===== src/rtl/pipelined_adder.sv =====
// pipelined_adder: CHUNK-bit-per-stage pipelined add/subtract with overflow flag and valid/ready stall
module pipelined_adder #(
    parameter int WIDTH = 16,
    parameter int CHUNK = 4
) (
    input  logic             clk,
    input  logic             rst_n,
    input  logic             in_valid,
    output logic             in_ready,
    input  logic [WIDTH-1:0] a,
    input  logic [WIDTH-1:0] b,
    input  logic             cin,
    input  logic             sub,
    output logic             out_valid,
    input  logic             out_ready,
    output logic [WIDTH-1:0] sum,
    output logic             cout,
    output logic             ovf
);
    localparam int STAGES = WIDTH / CHUNK;

    logic w_adv;

    assign w_adv    = !out_valid || out_ready;
    assign in_ready = w_adv;

    genvar k;
    for (k = 0; k < STAGES; k++) begin : g_st
        localparam int UW = WIDTH - k * CHUNK;
        logic                   w_vld;
        logic                   w_c;
        logic [UW-1:0]          w_a;
        logic [UW-1:0]          w_b;
        logic [CHUNK:0]         w_t;
        logic [(k+1)*CHUNK-1:0] w_s;
        logic                   r_vld;
        logic                   r_c;
        logic [(k+1)*CHUNK-1:0] r_s;
        if (k == 0) begin : g_src
            assign w_vld = in_valid;
            assign w_a   = a;
            assign w_b   = sub ? ~b : b;
            assign w_c   = sub | cin;
            assign w_s   = w_t[CHUNK-1:0];
        end else begin : g_src
            assign w_vld = g_st[k-1].r_vld;
            assign w_a   = g_st[k-1].g_op.r_a;
            assign w_b   = g_st[k-1].g_op.r_b;
            assign w_c   = g_st[k-1].r_c;
            assign w_s   = {w_t[CHUNK-1:0], g_st[k-1].r_s};
        end
        assign w_t = {1'b0, w_a[CHUNK-1:0]} + {1'b0, w_b[CHUNK-1:0]} + {{CHUNK{1'b0}}, w_c};
        // Valid bit, chunk carry and resolved sum bits advance together on a global stall-free cycle
        always_ff @(posedge clk or negedge rst_n) begin
            if (!rst_n) begin
                r_vld <= 1'b0;
                r_c   <= 1'b0;
                r_s   <= '0;
            end else if (w_adv) begin
                r_vld <= w_vld;
                r_c   <= w_t[CHUNK];
                r_s   <= w_s;
            end
        end
        if (k < STAGES - 1) begin : g_op
            logic [UW-CHUNK-1:0] r_a;
            logic [UW-CHUNK-1:0] r_b;
            // Unresolved upper operand chunks (including sign bits) travel with the beat
            always_ff @(posedge clk or negedge rst_n) begin
                if (!rst_n) begin
                    r_a <= '0;
                    r_b <= '0;
                end else if (w_adv) begin
                    r_a <= w_a[UW-1:CHUNK];
                    r_b <= w_b[UW-1:CHUNK];
                end
            end
        end else begin : g_ov
            logic r_ovf;
            // The top chunk still holds both operand sign bits, so overflow is resolved here
            always_ff @(posedge clk or negedge rst_n) begin
                if (!rst_n) begin
                    r_ovf <= 1'b0;
                end else if (w_adv) begin
                    r_ovf <= (w_a[UW-1] == w_b[UW-1]) && (w_t[CHUNK-1] != w_a[UW-1]);
                end
            end
        end
    end

    assign out_valid = g_st[STAGES-1].r_vld;
    assign sum       = g_st[STAGES-1].r_s;
    assign cout      = g_st[STAGES-1].r_c;
    assign ovf       = g_st[STAGES-1].g_ov.r_ovf;
endmodule


===== config.mk =====
export PLATFORM = sky130hd
export DESIGN_NAME = pipelined_adder
export DESIGN_NICKNAME = d
export VERILOG_FILES = /design/src/rtl/pipelined_adder.sv
export SDC_FILE = /design/constraint.sdc
export NUM_CORES = 1
export LEC_CHECK = 0
export ABC_AREA = 0
export CORE_ASPECT_RATIO = 0.75
export CORE_UTILIZATION = 30
export CTS_CLUSTER_DIAMETER = 30
export DETAILED_ROUTE_END_ITERATION = 8
export SYNTH_ARGS = -nofsm -noshare
export SYNTH_HDL_FRONTEND = slang
export SYNTH_SLANG_ARGS = --single-unit

===== constraint.sdc =====
create_clock -name clk -period 5.2 [get_ports clk]
set_input_delay 1.56 -clock clk [delete_from_list [all_inputs] [get_ports clk]]
set_output_delay 1.56 -clock clk [all_outputs]
set_load 0.01 [all_outputs]

## Yosys cells after proc, flatten, opt, wreduce, memory -nomap -nowiden

Cells that the tools add are included.

| operators by class | value |
|---|---|
| add/sub/neg operators | 8 |
| eq/ne operators | 2 |
| multiplexer cells | 1 |
| bitwise gates (word level) | 2 |
| reductions and logical operators | 3 |

Operators with widths:

| kind | number |
|---|---|
| adder 4 x 4 -> 5 bit | 4 |
| adder 5 x 1 -> 5 bit | 4 |
| 2-to-1 mux 16 bit | 1 |
| NOT 16 bit | 1 |
| equality test 1 bit | 1 |
| logical AND 1 bit | 1 |
| logical NOT 1 bit | 1 |
| logical OR 1 bit | 1 |
| != test 1 bit | 1 |
| bitwise OR 1 bit | 1 |

| word-level totals | value |
|---|---|
| register bits after elaboration | 97 |
| bits of input ports | 38 |
| output and inout port bits | 20 |
| word-level logic and storage cells | 35 |

## Depth between registers and ports, before layout

Gate-level depths: netlist (run 1).

| logic depth | value |
|---|---|
| depth after elaboration | 4 |
| mapped depth | 8 |
| depth with buffers taken out | 6 |

## Worst setup path before layout (run 1)

Ideal clock, no wire load.

| timing | value |
|---|---|
| path type | input port to output port |
| start point | input out_ready |
| end point | output in_ready |
| data arrival time | 1.977 ns |
| data required time | 3.640 ns |
| path slack | 1.663 ns |
| stages | 4 |
| buffers on the path | 2 |
| cell sequence | nor2b_4 buf_6 inv_2 buf_2 |

| on the way | value |
|---|---|
| longest elaborated chain between the ends | 1 |

RTL lines:

| item | line | RTL |
|---|---|---|
| start, declared | 15 | `input logic out_ready,` |
| logical OR 1 bit | 24 | `assign w_adv = !out_valid \|\| out_ready;` |
| end, declared | 9 | `output logic in_ready,` |

No other way between the ends.

## Final worst setup path (run 1)

Ends and elaborated chain as after synthesis.

==> results of run 1 <==
[worst reg2reg max path, cell delays in order (launching register included)]
cell and delay, ps:
sky130_fd_sc_hd__dfrtp_1 400, sky130_fd_sc_hd__fa_1 500, sky130_fd_sc_hd__fa_1 430, sky130_fd_sc_hd__a21o_1 170, sky130_fd_sc_hd__a21oi_1 180, sky130_fd_sc_hd__a21oi_1 90
[where the power goes]
group	internal (µW)	switching (µW)	leakage, µW
clock	401	281	0.000148
sequential	1090	203	0.00118
combinational	494	593	0.00128
[per-stage QoR]
stage               setup slack, ps  utilization  cells
global placement                958        0.361    675
CTS                             958        0.384    691
detailed placement              965        0.361    675
global route                    935        0.384    691
finish                          966        0.384    691
floorplan                      1660            -    462
[cells in the mapped netlist, types with 5 or more instances]
library cell,count,area [µm²]
sky130_fd_sc_hd__a21o_1,5,37.5
sky130_fd_sc_hd__a21oi_1,12,60.1
sky130_fd_sc_hd__buf_2,16,80.1
sky130_fd_sc_hd__dfrtp_1,97,2430
sky130_fd_sc_hd__fa_1,8,160
sky130_fd_sc_hd__ha_1,12,150
sky130_fd_sc_hd__inv_1,9,33.8
sky130_fd_sc_hd__nand2_1,226,848
sky130_fd_sc_hd__nor2_1,6,22.5
sky130_fd_sc_hd__o21ai_0,18,90.1
sky130_fd_sc_hd__xnor2_1,14,123
sky130_fd_sc_hd__xor2_1,5,43.8
[flip-flops by register name, summed over array words and instances (netlist names)]
| signal | count |
|---|---|
| g_st.r_s | 24 |
| g_st.r_vld | 3 |
| out_valid | 1 |
| sum | 16 |
| cout | 1 |
| g_st.r_c | 3 |
| ovf | 1 |
| g_st.g_op.r_a | 24 |
| g_st.g_op.r_b | 24 |
[path summary, 6_finish.rpt]
check                                                 from                         endpoint  slack (ps)  cells past startpoint
max in group asynchronous                            rst_n  g_st[1].g_op.r_b[5]$_DFFE_PN0P_        2940                      2
hold reg to reg            g_st[0].g_op.r_a[7]$_DFFE_PN0P_  g_st[1].g_op.r_a[3]$_DFFE_PN0P_         460                      2
min in group asynchronous                            rst_n               sum[9]$_DFFE_PN0P_        1270                      1
setup reg to reg                   g_st[2].r_c$_DFFE_PN0P_                 cout$_DFFE_PN0P_        3270                      5
hold / removal             g_st[0].g_op.r_a[7]$_DFFE_PN0P_  g_st[1].g_op.r_a[3]$_DFFE_PN0P_         460                      2
setup / recovery                                 out_ready                         in_ready         970                      4
[area by class of cell]
| class | count | area (µm²) | area share |
|---|---|---|---|
| clock buffer | 11 | 253 | 0.0474 |
| clock inverter | 5 | 62.6 | 0.0117 |
| inverter | 10 | 37.5 | 0.00704 |
| multi-input combinational | 332 | 1730 | 0.325 |
| sequential | 97 | 2430 | 0.456 |
| tap | 175 | 219 | 0.0411 |
| timing repair buffer | 61 | 598 | 0.112 |
[per-layer routing]
metal / vias to the layer above / global-route usage / wire length [µm]
met1: 1384 / 0.184 / 4560
li1: 1555 / - / -
met5: - / 0 / 0
met2: 60 / 0.190 / 3620
met4: 0 / 0.0388 / 180
met3: 14 / 0.0387 / 369
[logic make-up after synthesis]
| logic type | after synthesis | synth area share |
|---|---|---|
| compound gates | 44 | 0.0603 |
| xor+xnor | 19 | 0.0385 |
| fa+ha+maj | 20 | 0.0719 |
| buf+inv | 33 | 0.0368 |
| flops | 97 | 0.562 |
| mux | 3 | 0.00695 |
| simple gates | 246 | 0.223 |
==> results_tabular.tex, run 1 <==
\begin{tabular}{lr}
\hline
Metric & Value \\
\hline
\multicolumn{2}{l}{\textbf{Global route}} \\
Global-route congestion overflow total & 0 \\
Wire length of the first global-routing pass & 15.3 mm \\
Global-route total usage across every layer & 0.130 \\
Number of global-route vias before repair & 3,125 \\
Maximum number of pins on one net before global-route repair & about 110 \\
Initial antenna violation count & 0 \\
\multicolumn{2}{l}{\textbf{Floorplan}} \\
Boundary Pins & 58 \\
Initial core utilization & 0.311 \\
Core box area & between 10,000 and 15,000 µm² \\
Die height & 106 µm \\
Standard-cell row count & 37 \\
Die ar. & 14,900 µm² \\
Die X-Extent & around 140 µm \\
\multicolumn{2}{l}{\textbf{Synth}} \\
Netlist area before placement & between 4000 and 5000 µm² \\
Fraction of synthesis flops using an asynchronous set or reset pin & 1.00 \\
Predominant post-synthesis flop cell & sky130\_fd\_sc\_hd\_\_dfrtp\_1 \\
Synthesized flop and latch total & 97 \\
Mapped Cells & 462 \\
EDFF count, synth & 0 \\
Average footprint of a synthesized cell & 9.35 µm² \\
Number of distinct standard cells referenced by the synthesized netlist & 28 \\
Yosys warning total & 0 \\
Nets in the synthesized netlist & 520 \\
Portion of the post-synthesis area used by sequential elements & 0.562 \\
\multicolumn{2}{l}{\textbf{Timing}} \\
Final setup violation count & 0 \\
Final period util & 0.814 \\
Transition at the pin with the smallest max-transition slack & 1020 ps \\
Endpoints failing hold & 0 \\
Post-layout min period & 4230 ps \\
Post-Route Skew & $\sim$7.7 ps \\
Max-slew violations & 0 \\
Relative slew slack & 0.318 \\
Max Clk Rate & 0.236 GHz \\
Setup tns final & 0 ps \\
Worst hold slack across all endpoints & $\sim$460 ps \\
Unrepaired setup endpoints after global routing & false \\
\multicolumn{2}{l}{\textbf{Setup path}} \\
CP bufs+invs & 3 \\
CP top delay family & buffers and inverters \\
Data required time of the worst path & about 3600 ps \\
Sort of element at the start of the critical path & primary input \\
Critical path capture point type & output pin \\
Biggest cell delay along the critical path & 520 ps \\
Data arrival time of the critical path & 2670 ps \\
Biggest fanout along the worst timing path & 2 \\
Master of the slowest instance on the critical path & sky130\_fd\_sc\_hd\_\_clkdlybuf4s50\_1 \\
Dominant cell type by count on the critical path & sky130\_fd\_sc\_hd\_\_clkdlybuf4s50\_1 \\
Cell-by-cell trace of the critical path & clkdlybuf4s50\_1 -> nor2b\_4 -> inv\_2 -> clkdlybuf4s50\_1 \\
Critical path class & primary input to output pin \\
\multicolumn{2}{l}{\textbf{Place}} \\
Final RePlAce weighted congestion & around 0.77 \\
Post-place instance area & approximately 5000 µm² \\
IO Port Bufs & 57 \\
Detailed placer's ending HPWL & 5.95 mm \\
\multicolumn{2}{l}{\textbf{Pwr}} \\
Largest voltage drop on the vdd net & 556 µV \\
PwrDens & 575 nW/µm² \\
Reported leakage power & around 0.0026 µW \\
Final Power & 3060 µW \\
\multicolumn{2}{l}{\textbf{Routing}} \\
Number of vias in the routed layout & between 3k and 4k \\
Average wire per cell in the routed design & 12.6 µm \\
Avg Vias per Cell & 4.36 \\
Drt initial violations & 199 \\
Iteration count of the initial detailed-routing pass & 4 \\
Detailed-route DRC error count & 0 \\
ANT nets after route & 0 \\
Routed Wire Length & 8.73 mm \\
\multicolumn{2}{l}{\textbf{Cells and area}} \\
Layout net count & between 500 and 600 \\
Most frequent standard cell in the layout excluding fill and tap cells & sky130\_fd\_sc\_hd\_\_nand2\_1 \\
Number of inserted diodes & 0 \\
Fill cell total of the finished layout & 1,399 \\
Most frequent cells in the layout & 226 x sky130\_fd\_sc\_hd\_\_nand2\_1, 97 x sky130\_fd\_sc\_hd\_\_dfrtp\_1, 56 x sky130\_fd\_sc\_hd\_\_clkdlybuf4s50\_1, 18 x sky130\_fd\_sc\_hd\_\_o21ai\_0, 14 x sky130\_fd\_sc\_hd\_\_xnor2\_1 \\
Final instance area & 5330 µm² \\
Synthesis-to-finish area growth & 23.4\% \\
Layout cells sized above 1 & 0.0465 \\
\multicolumn{2}{l}{\textbf{CTS}} \\
Gates resized, CTS repair & 0 \\
CTS tree & done \\
Post-CTS setup buffer count & 0 \\
Maximum number of buffers from clock root to sink & 2 \\
CTS clock-pin slew for the worst setup and hold paths & about 70 ps \\
H-tree lvl count & 3 \\
Clock tree sinks & 97 \\
Hold-fix buffers, CTS & 0 \\
Clock latency of the later-clocked register in the worst-skew pair & about 340 ps \\
TritonCTS Buffers & 9 \\
Root Buffer Master & sky130\_fd\_sc\_hd\_\_clkbuf\_16 \\
\multicolumn{2}{l}{\textbf{Run status}} \\
Status & completed \\
\multicolumn{2}{l}{\textbf{Min path}} \\
Class of the tightest hold or removal check & flip-flop to flip-flop \\
\multicolumn{2}{l}{\textbf{Run}} \\
Number of max-capacitance violations reported & 0 \\
\hline
\end{tabular}
Power figures use the tool's default switching activity.
==> run 2: changes to the inputs <==
==> constraint.sdc (replaced) <==
create_clock -name clk -period 3.75 [get_ports clk]
set_input_delay 1.125 -clock clk [delete_from_list [all_inputs] [get_ports clk]]
set_output_delay 1.125 -clock clk [all_outputs]
set_load 0.01 [all_outputs]
==> run 2 against run 1 <==
Cell area fell by 0.66%. Register-to-register slack lost 1400 ps. Combinational power is 38% higher. First-iteration DRC count increased by 5.0%. Total power rose by 35%. Sequential power rose by 39%. Sequential share of layout area grew 0.30 points. Utilization shrank 0.25 points. Critical path depth did not move. Global-route usage shrank 0.059 points. Via count increased by 1.4%. Die area is the same. Critical endpoint unchanged. Largest power group unchanged.
==> results_tabular.tex, run 2 (synthesis gave the netlist of run 1 again) <==
\begin{tabular}{lr}
\hline
Metric & Value \\
\hline
\multicolumn{2}{l}{\textbf{CTS}} \\
Post-CTS setup buffer count & 0 (unchanged) \\
Maximum number of buffers from clock root to sink & 2 (unchanged) \\
CTS clock-pin slew for the worst setup and hold paths & 60 ps (about the same) \\
H-tree lvl count & 3 (unchanged) \\
CTS tree & done \\
TritonCTS Buffers & 9 (unchanged) \\
Clock tree sinks & 97 (unchanged) \\
Hold-fix buffers, CTS & 0 (unchanged) \\
Root Buffer Master & sky130\_fd\_sc\_hd\_\_clkbuf\_16 \\
Gates resized, CTS repair & 0 (unchanged) \\
Clock latency of the later-clocked register in the worst-skew pair & 350 ps (about the same) \\
\multicolumn{2}{l}{\textbf{Pwr}} \\
Portion of total power attributed to combinational logic & 0.362 (+0.007) \\
Internal Power & 2650 µW (+33\%) \\
PwrDens & 780 nW/µm² (+36\%) \\
Reported leakage power & 0.00259 µW (-0.48\%) \\
Sequential share of power & 0.434 (+0.012) \\
Switch Pwr & 1480 µW (+38\%) \\
Fraction of power spent switching nets & 0.359 (+0.00749) \\
Clock share of power & 0.204 (-0.019) \\
Largest voltage drop on the vdd net & 457 µV (-18\%) \\
\multicolumn{2}{l}{\textbf{Floorplan}} \\
Core box area & 13,900 µm² (unchanged) \\
Standard-cell row count & 37 (unchanged) \\
Die X-Extent & 141 µm (unchanged) \\
Boundary Pins & 58 (unchanged) \\
Die height & 106 µm (unchanged) \\
Die ar. & 14,900 µm² (unchanged) \\
Initial core utilization & 0.311 (unchanged) \\
\multicolumn{2}{l}{\textbf{Routing}} \\
Drt initial violations & 209 (+5.0\%) \\
Detailed-route DRC error count & 0 (unchanged) \\
Routed Wire Length & 8.56 mm (-1.9\%) \\
Iteration count of the initial detailed-routing pass & 4 (unchanged) \\
Avg Vias per Cell & 4.41 (+1.2\%) \\
ANT nets after route & 0 (unchanged) \\
Number of vias in the routed layout & 3,055 (+1.4\%) \\
Average wire per cell in the routed design & 12.4 µm (-2.0\%) \\
\multicolumn{2}{l}{\textbf{Timing}} \\
Relative slew slack & 0.327 (+0.00927) \\
Unrepaired setup endpoints after global routing & false \\
Endpoints failing hold & 0 (unchanged) \\
Setup tns final & 0 ps (unchanged) \\
Post-Route Skew & 5.47 ps (-2.27 ps) \\
Post-layout min period & 3380 ps \\
Final setup violation count & 0 (unchanged) \\
Max-slew violations & 0 (unchanged) \\
Transition at the pin with the smallest max-transition slack & 1010 ps (-13.9 ps) \\
Final period util & 0.901 \\
Max Clk Rate & 0.296 GHz \\
\multicolumn{2}{l}{\textbf{Cells and area}} \\
Number of inserted diodes & 0 (unchanged) \\
Total area of multi-input combinational cells & 1730 µm² (unchanged) \\
Layout net count & 570 (+0.18\%) \\
Fill cell total of the finished layout & 1,426 (+1.9\%) \\
Finished Core Util & 0.381 (-0.00252) \\
Most frequent standard cell in the layout excluding fill and tap cells & sky130\_fd\_sc\_hd\_\_nand2\_1 \\
Layout cells sized above 1 & 0.0484 (+0.00184) \\
Largest registers ranked by flip-flop count & g\_st.g\_op.r\_a: 24 flops, g\_st.g\_op.r\_b: 24 flops, g\_st.r\_s: 24 flops \\
Most frequent cells in the layout & 226 x sky130\_fd\_sc\_hd\_\_nand2\_1, 97 x sky130\_fd\_sc\_hd\_\_dfrtp\_1, 56 x sky130\_fd\_sc\_hd\_\_clkdlybuf4s50\_1, 18 x sky130\_fd\_sc\_hd\_\_o21ai\_0, 14 x sky130\_fd\_sc\_hd\_\_xnor2\_1 \\
Synthesis-to-finish area growth & 22.6\% \\
Sequential standard cell area & 2430 µm² (unchanged) \\
\multicolumn{2}{l}{\textbf{Setup path}} \\
Data arrival time of the critical path & 2260 ps (-410 ps) \\
Data required time of the worst path & 2620 ps (-1020 ps) \\
Biggest fanout along the worst timing path & 2 (unchanged) \\
R2r setup slk & 1830 ps (-1440 ps) \\
Critical path capture point type & output pin \\
Critical path class & primary input to output pin \\
Sort of element at the start of the critical path & primary input \\
\multicolumn{2}{l}{\textbf{Place}} \\
IO Port Bufs & 57 (unchanged) \\
Final RePlAce weighted congestion & 0.844 (+9.9\%) \\
Detailed placer's ending HPWL & 5.85 mm (-1.6\%) \\
\multicolumn{2}{l}{\textbf{Global route}} \\
Global-route congestion overflow total & 0 (unchanged) \\
Initial antenna violation count & 0 (unchanged) \\
Global-route total usage across every layer & 0.129 (-0.000589) \\
Number of global-route vias before repair & 3,084 (-1.3\%) \\
Maximum number of pins on one net before global-route repair & 108 (unchanged) \\
Wire length of the first global-routing pass & 15.0 mm (-2.1\%) \\
\multicolumn{2}{l}{\textbf{Run}} \\
Number of max-capacitance violations reported & 0 (unchanged) \\
\multicolumn{2}{l}{\textbf{Run status}} \\
Status & completed \\
\multicolumn{2}{l}{\textbf{Min path}} \\
Class of the tightest hold or removal check & flip-flop to flip-flop \\
\hline
\end{tabular}
-- run 2: changes by cell type in the layout (fill, tap and decap cells not counted) --
| cell | previous run | this run |
|---|---|---|
| sky130_fd_sc_hd__clkinv_2 | 0 | 3 |
| sky130_fd_sc_hd__inv_6 | 1 | 0 |
| sky130_fd_sc_hd__buf_4 | 5 | 6 |
| sky130_fd_sc_hd__clkbuf_8 | 2 | 0 |
| sky130_fd_sc_hd__clkinv_4 | 1 | 2 |
| sky130_fd_sc_hd__bufinv_16 | 1 | 0 |
-- run 2: power by group through the flow --
stage	registers, µW	logic [µW]	clock network [µW]
after floorplan	1780	989	0
after global placement	1800	1450	0
after detailed placement	1820	1510	0
after CTS	1800	1510	871
after global routing	1860	1720	918
final	1790	1500	841
-- run 2: path summary, 6_finish.rpt --
path | startpoint | end | cells past startpoint
setup / recovery | out_ready | in_ready | 4
hold / removal | sum[1]$_DFFE_PN0P_ | sum[1]$_DFFE_PN0P_ | 2
setup reg to reg | g_st[2].r_c$_DFFE_PN0P_ | cout$_DFFE_PN0P_ | 5
hold reg to reg | sum[1]$_DFFE_PN0P_ | sum[1]$_DFFE_PN0P_ | 2
max in group asynchronous | rst_n | g_st[2].r_s[6]$_DFFE_PN0P_ | 2
min in group asynchronous | rst_n | sum[8]$_DFFE_PN0P_ | 1
-- run 2: layout make-up --
type,instances,area share
clock buffers,9,0.0425
clock inverters,7,0.00898
inverters,10,0.00709
multi-input cells,332,0.327
flip-flops and latches,97,0.459
well taps,175,0.0414
repair buffers,62,0.114
-- run 2: layer usage --
metal	track usage	vias to the layer above	share of wire
li1	-	1550	-
met1	0.179	1431	0.52
met2	0.191	63	0.43
met3	0.0396	11	0.044
met4	0.0458	0	0.011
met5	0	-	0
-- run 2: critical path, stage by stage --
cell                              delay, ps
sky130_fd_sc_hd__clkdlybuf4s50_1        500
sky130_fd_sc_hd__nor2b_4                 50
sky130_fd_sc_hd__inv_2                   50
sky130_fd_sc_hd__clkdlybuf4s50_1        530
-- run 2: through the flow --
step | hold WS [ps] | setup WS, ps | area, µm² | std cells | total power [µW]
6_report | 463 | 369 | 5290 | 692 | 4130
5_1_grt | 482 | 332 | 5290 | 692 | 4490
4_1_cts | 468 | 365 | 5290 | 692 | 4190
3_5_place_dp | 455 | 284 | 5020 | 676 | 3330
3_3_place_gp | 448 | 333 | 5020 | 676 | 3260
2_1_floorplan | 430 | 692 | 4320 | 462 | 2770
